**src/rtl/dmem_pkg.sv**
```systemverilog
// Shared encodings and lane helpers for the synchronous MIPS data memory.
// Provides access-size codes, FSM states, the byte-lane mask and the alignment predicate.
// Pure definitions only, so it has no latency and no flow control.
package dmem_pkg;

  localparam logic [1:0] SZ_BYTE = 2'b00;
  localparam logic [1:0] SZ_HALF = 2'b01;
  localparam logic [1:0] SZ_WORD = 2'b10;

  typedef enum logic {
    ST_INIT = 1'b0,
    ST_RUN  = 1'b1
  } state_t;

  // Reserved size 2'b11 falls through to word handling.
  function automatic logic [3:0] lane_mask(input logic [1:0] size, input logic [1:0] off);
    case (size)
      SZ_BYTE: lane_mask = 4'b0001 << off;
      SZ_HALF: lane_mask = off[1] ? 4'b1100 : 4'b0011;
      default: lane_mask = 4'b1111;
    endcase
  endfunction

  function automatic logic is_aligned(input logic [1:0] size, input logic [1:0] off);
    case (size)
      SZ_BYTE: is_aligned = 1'b1;
      SZ_HALF: is_aligned = ~off[0];
      default: is_aligned = (off == 2'b00);
    endcase
  endfunction

endpackage

```
**src/rtl/dmem_load_align.sv**
```systemverilog
// Load aligner: picks the addressed byte/half/word lanes out of a word and extends to 32 bits.
// Combinational, zero latency.
// No flow control; output follows the inputs.
module dmem_load_align
  import dmem_pkg::*;
(
  input  logic [31:0] word,
  input  logic [1:0]  offset,
  input  logic [1:0]  size,
  input  logic        unsigned_ld,
  output logic [31:0] value
);

  logic [7:0]  sel_byte;
  logic [15:0] sel_half;

  always_comb begin
    sel_byte = word[{offset, 3'b000} +: 8];
    sel_half = offset[1] ? word[31:16] : word[15:0];
    case (size)
      SZ_BYTE: value = {{24{sel_byte[7] & ~unsigned_ld}}, sel_byte};
      SZ_HALF: value = {{16{sel_half[15] & ~unsigned_ld}}, sel_half};
      default: value = word;
    endcase
  end

endmodule

```
**src/rtl/dmem_sync.sv**
```systemverilog
// Byte-addressed synchronous data memory with a post-reset clear sweep; DMEM_BYPASS_EN selects write-first reads.
// Writes land at the clock edge; reads register result with a one-cycle rd_valid strobe (latency 1).
// Never stalls in RUN; ready is low only while the clear sweep runs, and requests are ignored then.
module dmem_sync
  import dmem_pkg::*;
#(
  parameter int DEPTH          = 32,
  parameter int ADDR_WIDTH     = 32,
  parameter int CLEAR_ON_RESET = 1
) (
  input  logic                  clk,
  input  logic                  reset,
  input  logic                  MemWrite,
  input  logic                  MemRead,
  input  logic [1:0]            size,
  input  logic                  unsigned_ld,
  input  logic [ADDR_WIDTH-1:0] dir,
  input  logic [31:0]           dataInput,
  output logic [31:0]           result,
  output logic                  rd_valid,
  output logic                  ready,
  output logic                  misalign
);

  localparam int IW = $clog2(DEPTH);

  logic [31:0]   mem [DEPTH];
  state_t        state;
  logic [IW-1:0] cnt;

  logic [IW-1:0] widx;
  logic [1:0]    off;
  logic          aligned;
  logic [3:0]    mask;
  logic [31:0]   wdata;
  logic [31:0]   old_word;
  logic [31:0]   merged;
  logic [31:0]   rd_word;
  logic [31:0]   ld_value;
  logic          run;
  logic          unused_dir;

  // Upper address bits only alias onto the same words.
  assign unused_dir = ^dir;

  assign widx     = dir[IW+1:2];
  assign off      = dir[1:0];
  assign aligned  = is_aligned(size, off);
  assign mask     = lane_mask(size, off);
  assign old_word = mem[widx];
  assign run      = (state == ST_RUN);
  assign ready    = run;

  always_comb begin
    case (size)
      SZ_BYTE: wdata = {4{dataInput[7:0]}};
      SZ_HALF: wdata = {2{dataInput[15:0]}};
      default: wdata = dataInput;
    endcase
    merged = old_word;
    for (int i = 0; i < 4; i++) begin
      if (mask[i]) merged[8*i +: 8] = wdata[8*i +: 8];
    end
`ifdef DMEM_BYPASS_EN
    rd_word = MemWrite ? merged : old_word;
`else
    rd_word = old_word;
`endif
  end

  dmem_load_align u_load_align (
    .word        (rd_word),
    .offset      (off),
    .size        (size),
    .unsigned_ld (unsigned_ld),
    .value       (ld_value)
  );

  // Storage carries no reset; the INIT sweep is what clears it.
  always_ff @(posedge clk) begin
    if (!reset) begin
      if (state == ST_INIT) begin
        mem[cnt] <= '0;
      end else if (MemWrite && aligned) begin
        mem[widx] <= merged;
      end
    end
  end

  always_ff @(posedge clk or posedge reset) begin
    if (reset) begin
      state    <= (CLEAR_ON_RESET != 0) ? ST_INIT : ST_RUN;
      cnt      <= '0;
      result   <= '0;
      rd_valid <= 1'b0;
      misalign <= 1'b0;
    end else begin
      rd_valid <= 1'b0;
      misalign <= 1'b0;
      if (!run) begin
        cnt <= cnt + 1'b1;
        if (cnt == IW'(DEPTH - 1)) state <= ST_RUN;
      end else if (MemRead || MemWrite) begin
        if (!aligned) begin
          misalign <= 1'b1;
        end else if (MemRead) begin
          result   <= ld_value;
          rd_valid <= 1'b1;
        end
      end
    end
  end

endmodule

```
**config.mk**
```make
export PLATFORM = sky130hd
export DESIGN_NAME = dmem_sync
export DESIGN_NICKNAME = d
export VERILOG_FILES = /design/src/rtl/dmem_pkg.sv /design/src/rtl/dmem_load_align.sv /design/src/rtl/dmem_sync.sv
export SDC_FILE = /design/constraint.sdc
export NUM_CORES = 1
export LEC_CHECK = 0
export ABC_AREA = 1
export ABC_CLOCK_PERIOD_IN_PS = 3000
export CAP_MARGIN = 20
export CELL_PAD_IN_SITES_DETAIL_PLACEMENT = 0
export CELL_PAD_IN_SITES_GLOBAL_PLACEMENT = 1
export CORE_UTILIZATION = 45
export DETAILED_ROUTE_END_ITERATION = 10
export PLACE_DENSITY = 0.75
export SLEW_MARGIN = 20
export SYNTH_ARGS = -nofsm -noshare
export SYNTH_HDL_FRONTEND = slang
export SYNTH_HIERARCHICAL = 1
export SYNTH_SLANG_ARGS = --single-unit
```
**constraint.sdc**
```tcl
create_clock -name clk -period 3 [get_ports clk]
set_input_delay 0.9 -clock clk [delete_from_list [all_inputs] [get_ports clk]]
set_output_delay 0.9 -clock clk [all_outputs]
set_load 0.005 [all_outputs]
```
== Word level (Yosys, flattened, before mapping) ==
Memory sizes are Yosys's and may differ from the RTL's.
Index checks and enable logic that the tools add are counted.
Cells by class
  divide/modulo/power cells: 0
  muxes and demuxes: 29
  shift operators: 2
  $mul: 0
  $add $sub $neg: 1
  bitwise gates (word level): 4
  $lt $le $gt $ge: 0
  reduce and logical (&&, ||, !) cells: 6
  eq/ne operators: 2
Operator list (count)
  one-hot mux 32 bit (2 select lines): 2
  two-way mux 32 bit: 1
  two-way mux 8 bit: 4
  OR reduction 32 bit: 1
  indexed part select 32 x 6 -> 8 bit: 1
  two-way mux 1 bit: 17
  two-way mux 16 bit: 1
  one-hot mux 4 bit (2 select lines): 1
  adder 5 x 1 -> 5 bit (second input constant): 1
  == test 5 bit (second input constant): 1
  two-way mux 5 bit: 1
  logical NOT 2 bit: 2
  two-way mux 4 bit: 1
  AND reduction 4 bit: 1
  << shifter 1 x 2 -> 4 bit (first input constant): 1
  AND 1 bit: 2
  == test 2 x 1 -> 1 bit (second input constant): 1
  inverter 1 bit: 2
  one-hot mux 1 bit (2 select lines): 1
  logical AND 1 bit: 1
  logical OR 1 bit: 1
Word-level totals
  register bits after elaboration: 40
  bits in latches: 0
  RAM bits: 1024
  memory bits (read-only): 0
  word-level logic and storage cells: 50
  output and inout bits: 35
  memories: 1
Memory list
  mem: depth 32, bits a word 32, read ports 1, clocked after memory_dff 0, write ports 1, line dmem_sync.sv:27  | logic [31:0] mem [DEPTH];

== Longest topological paths before layout ==
  depth after elaboration: 9
  mapped depth: 21
  depth with buffers taken out: 17

== Modules after synthesis ==
Netlist, hierarchy kept.
Modules (own cells, without submodules)
  dmem_sync: cells each 3830, area an instance 43606.8 sq um, times used 1
  dmem_load_align: cells each 154, area an instance 920.9 sq um, times used 1

== Worst setup path after synthesis ==
OpenSTA, ideal clock, no wires.
  kind: input to register
  from: input reset
  to: memory mem[28][0], enable pin
  slack: -1.414 ns
  setup time: 0.421 ns
  data arrival time: 3.993 ns
  path buffers: 1
  stages on the path: 8
  required time: 2.579 ns
  path through: inv_1 > nand4_4 > buf_6 > nand2_2 > o21ai_2 > nor2_1 > nand2_1 > nor2_1
Between the ends
  cells in the longest elaborated chain, start to end: 4
  elaborated cells on any way between the ends: 7
  those cells by class: mux (6); reduce/logical (1)
Ends and longest elaborated chain
  start: declaration: line dmem_sync.sv:12  | input logic reset,
  two-way mux 1 bit: line dmem_sync.sv:81  | if (!reset) begin
  two-way mux 1 bit (not written as such): line dmem_sync.sv:85  | mem[widx] <= merged;
  OR reduction 32 bit (no source line)
  two-way mux 5 bit (no source line) / two-way mux 1 bit (equally long branches)
  end: declaration: line dmem_sync.sv:27
Parallel ways exist; a longest one is shown, timed or not.

== Final worst setup path ==
  from: input dir[0]
  to: memory mem[28][11], enable pin
Between the ends
  cells in the longest elaborated chain, start to end: 9
  elaborated cells on any way between the ends: 11
  those cells by class: mux (7); bitwise (1); reduce/logical (3)
Ends and longest elaborated chain
  start: declaration: line dmem_sync.sv:17  | input logic [ADDR_WIDTH-1:0] dir,
  logical NOT 2 bit / inverter 1 bit (equally long branches): line dmem_pkg.sv:28, dmem_pkg.sv:27
  one-hot mux 1 bit (2 select lines) (*): line dmem_pkg.sv:25  | case (size)
  logical AND 1 bit (*): line dmem_sync.sv:84  | end else if (MemWrite && aligned) begin
  two-way mux 1 bit (*): line dmem_sync.sv:84
  two-way mux 1 bit (*): line dmem_sync.sv:82  | if (state == ST_INIT) begin
  two-way mux 1 bit (*): line dmem_sync.sv:81
  two-way mux 1 bit (not written as such) (*): line dmem_sync.sv:85
  OR reduction 32 bit (no source line)
  two-way mux 5 bit (no source line) / two-way mux 1 bit (equally long branches)
Mark *: on every way between the ends. The rest lies on a longest branch, timed or not.

==> flow_summary.json <==
{
  "drt-vias-per-instance": 5.46,
  "post-route-min-period_ps": 2930,
  "finish.net_count": 4468,
  "multi_input_area_um2": 11800,
  "yosysMostFrequentCell": "sky130_fd_sc_hd__nand2_1",
  "clkLatencyLatePin_ps": 710,
  "synthesis.instances": 3984,
  "ff2ff_setup_slack_ps": 580,
  "diodes": 0,
  "clock_sinks": 1064,
  "hp-class": "flop to flop",
  "sw_frac_of_total_pct": 23.4,
  "synth-edff-count": 1024,
  "synthFlopType": "sky130_fd_sc_hd__edfxtp_1",
  "element_type_at_the_critical_path_end": "flop",
  "die_h_um": 317,
  "design.portCount": 106,
  "place.port_buffers": 80,
  "comb_power_share_pct": 9.3,
  "wire_per_inst_um": 23.5,
  "worst_path_dominant_cell_family": "buffers and inverters",
  "final.setup_skew_ps": 25.5,
  "synth_warnings": 6,
  "drt.antenna.violating_nets": 0,
  "synthTopCellsByCount": "sky130_fd_sc_hd__nand2_1 (1568), sky130_fd_sc_hd__edfxtp_1 (1024), sky130_fd_sc_hd__nand3_1 (815)",
  "yosys.area.top_type_share_pct": 69.1,
  "gp_routability_congestion": 0.911,
  "critical_path.cell_chain": "clkdlybuf4s50_1 > buf_4 > inv_1 > nand2_1 > nand2_4 > nand4_4 > o21ai_1 > nand3_4 > buf_12 > nor2_4 > buf_4",
  "layout-area-overhead-vs-synth_pct": 23.8,
  "clock-root-buffer": "sky130_fd_sc_hd__clkbuf_16",
  "timing.critical_path.fanout_max": 13,
  "fillerInstances": 8135,
  "netSwitchingPower_mw": 7.71,
  "worst-slew-pin-transition_ps": 581,
  "clkPwrFrac_pct": 41.0,
  "timing.final.crit_share_pct": 97.7,
  "fmaxAchievable_mhz": 341,
  "postCtsHoldBufs": 0,
  "detailedPlacementHpwl_um": 87700,
  "async_reset_ff_share_pct": 3.76,
  "total_power_mw": 33.0,
  "drt_wirelength_um": 136000,
  "first_iter_violations": 3347,
  "synth-seq-area-share_pct": 71.3,
  "cts_inserted_buffers": 109,
  "worstPathArrival_ps": 3320,
  "grt_max_degree": 60,
  "global_route.overflow_total": 0,
  "setup.worst_path.end": "mem[28][11]",
  "worst_ep_required_time_ps": 3390,
  "critical-path-slowest-cell": "sky130_fd_sc_hd__o21ai_1",
  "synthDistinctLibCells": 43,
  "synth_top_area_cell": "sky130_fd_sc_hd__edfxtp_1",
  "synth_area_um2": 44500,
  "clk_pin_slew_worst_paths_ps": 60,
  "vias_in_the_first_global_route": 29963,
  "critPathMaxStageDelay_ps": 520,
  "grtUsageTotal_pct": 27.3,
  "floorplan.core_area_um2": 98300,
  "max_cap_check_violation_count": 0,
  "initial_utilization_pct": 45.3,
  "r2r_end": "result[28]",
  "ys_ff_latch": 1064,
  "route.detailed.drc": 0,
  "detailroute.via_count": 31525,
  "cpMostUsedCell": "sky130_fd_sc_hd__buf_4",
  "num_rows": 115,
  "area_enclosed_by_the_die_boundary_um2": 100000,
  "worstSetupPathDepth": 11,
  "reg2regPathDepth": 17,
  "dr.pass1.iters": 6,
  "layout.area.seq_um2": 31800,
  "hold-worst-slack_ps": 475,
  "final_hold_viols": 0,
  "clockBufferDepth": 3,
  "worst_setup_path_startpoint": "dir[0]",
  "cell_internal_pwr_mw": 25.3,
  "worst-setup-path-type": "input pin to flop",
  "tns_ps": 0,
  "source_of_the_worst_register_to_register_timing_path": "mem[1][23]",
  "htreeDepth": 3,
  "leakage_nw": 21.2,
  "setup.worst_path.start_class": "input pin",
  "worst_slew_margin_rel_pct": 61.3,
  "setup_repair_after_global_routing_missed_its_margin": "no",
  "grt_pass1_wl_um": 198000,
  "drive_above_1_share_pct": 17.0,
  "pwr-share-seq_pct": 49.8,
  "setup_viol": 0,
  "cts_tree": "done",
  "powerDensity_nw_per_um2": 599,
  "syn_area_per_cell_um2": 11.2,
  "run_status": "finished clean",
  "critPathBufInv": 5,
  "synth.area.top_cells": "sky130_fd_sc_hd__edfxtp_1 (69%), sky130_fd_sc_hd__nand2_1 (13%), sky130_fd_sc_hd__nand3_1 (9.2%)",
  "floorplan.die.width_um": 317,
  "grt_antenna_before_repair": 4,
  "slew_violations": 0,
  "worst_ir_drop_vdd_mv": 0.479,
  "syn-num-nets": 4057,
  "post-route-util_pct": 56.1
}
[flip-flops by register name, summed over array words and instances, names as in the netlist]
register  count
mem        1024
misalign      1
rd_valid      1
result       32
cnt           5
ready         1
[worst min-delay path by stage]
stage,from,end,slack (ps),cells after the start
floorplan,cnt[3],cnt[3],460,1
global placement,result[27],result[27],460,2
detailed placement,result[27],result[27],460,2
CTS,result[18],result[18],480,2
global route,result[21],result[21],490,2
finish,result[18],result[18],470,2
[power by group through the flow]
stage	Sequential [mW]	Combinational, mW	Clock [mW]
CTS	16.4	3.04	13.7
floorplan	16.7	1.42	0
global route	16.4	3.30	14.2
detailed placement	16.7	3.02	0
finish	16.4	3.06	13.5
global placement	16.7	3.01	0
[through the flow]
stage                     std cells  area [µm²]  setup WS (ps)
after floorplan                3984       44900           -395
final                          5773       55100           68.1
after detailed placement       5567       51500           -641
after global placement         5567       51500           -641
after global routing           5773       55100           2.06
after CTS                      5769       55000           74.3
[area by class of cell]
type | instances | area share [%]
inverters | 52 | 0.422
repair buffers | 543 | 11.2
clock inverters | 74 | 1.34
multi-input cells | 2625 | 21.4
clock buffers | 128 | 5.12
well taps | 1287 | 2.92
flip-flops and latches | 1064 | 57.6
[logic make-up (layout without fill, tap and decap cells)]
family | Yosys count | after routing | synth area share [%]
DFF | 1064 | 1064 | 71.3
buffers and inverters | 295 | 797 | 3.11
adders and majority gates | 2 | 2 | 0.0562
xor gates and xnor gates | 3 | 3 | 0.0590
and+or+nand+nor | 2524 | 2524 | 24.3
AOI/OAI and AO/OA | 96 | 96 | 1.19
[worst reg2reg max path: cells and delay by family (launching register included)]
family,cells,cell delay [ps]
compound gates,1,300
buf+inv,2,280
flops,1,360
simple gates,14,1360
[per-layer routing]
layer,GRT usage (%),up-vias,share of wire [%]
li1,-,14654,-
met1,38.2,15303,41
met2,43.1,1353,46
met3,5.23,215,9.4
met4,8.65,0,2.9
met5,0,-,0
[repair_timing]
| item | 4_1_cts | 5_1_grt |
|---|---|---|
| endpoints found under the setup margin | 0 | 110 |
| setup buffers | 0 | 4 |
| gates resized for setup | 0 | 2 |
[layout by cell type, fill, tap and decap left out, types with 3 or more instances in the layout]
master / instances
sky130_fd_sc_hd__nand3_1: 815
sky130_fd_sc_hd__clkinvlp_4: 5
sky130_fd_sc_hd__nand3_2: 18
sky130_fd_sc_hd__buf_4: 313
sky130_fd_sc_hd__nand3_4: 4
sky130_fd_sc_hd__clkinv_4: 3
sky130_fd_sc_hd__a21oi_1: 4
sky130_fd_sc_hd__clkbuf_1: 18
sky130_fd_sc_hd__inv_2: 5
sky130_fd_sc_hd__clkinv_1: 25
sky130_fd_sc_hd__inv_6: 3
sky130_fd_sc_hd__nand2_4: 8
sky130_fd_sc_hd__or2_2: 4
sky130_fd_sc_hd__nand2_2: 12
sky130_fd_sc_hd__and2_0: 3
sky130_fd_sc_hd__dfrtp_1: 40
sky130_fd_sc_hd__nand2_1: 1561
sky130_fd_sc_hd__inv_8: 4
sky130_fd_sc_hd__o211ai_1: 8
sky130_fd_sc_hd__and2_1: 7
sky130_fd_sc_hd__inv_1: 38
sky130_fd_sc_hd__o21ai_2: 5
sky130_fd_sc_hd__nor2_1: 42
sky130_fd_sc_hd__nor2_2: 3
sky130_fd_sc_hd__clkinv_2: 24
sky130_fd_sc_hd__bufinv_16: 12
sky130_fd_sc_hd__or2_1: 3
sky130_fd_sc_hd__edfxtp_1: 1024
sky130_fd_sc_hd__nor2_4: 36
sky130_fd_sc_hd__o21ai_0: 46
sky130_fd_sc_hd__clkdlybuf4s50_1: 74
sky130_fd_sc_hd__o22ai_1: 6
sky130_fd_sc_hd__clkinv_8: 3
sky130_fd_sc_hd__and2_4: 3
sky130_fd_sc_hd__buf_12: 151
sky130_fd_sc_hd__a21oi_2: 24
sky130_fd_sc_hd__clkbuf_16: 110
(Power assumes the default switching activity.)
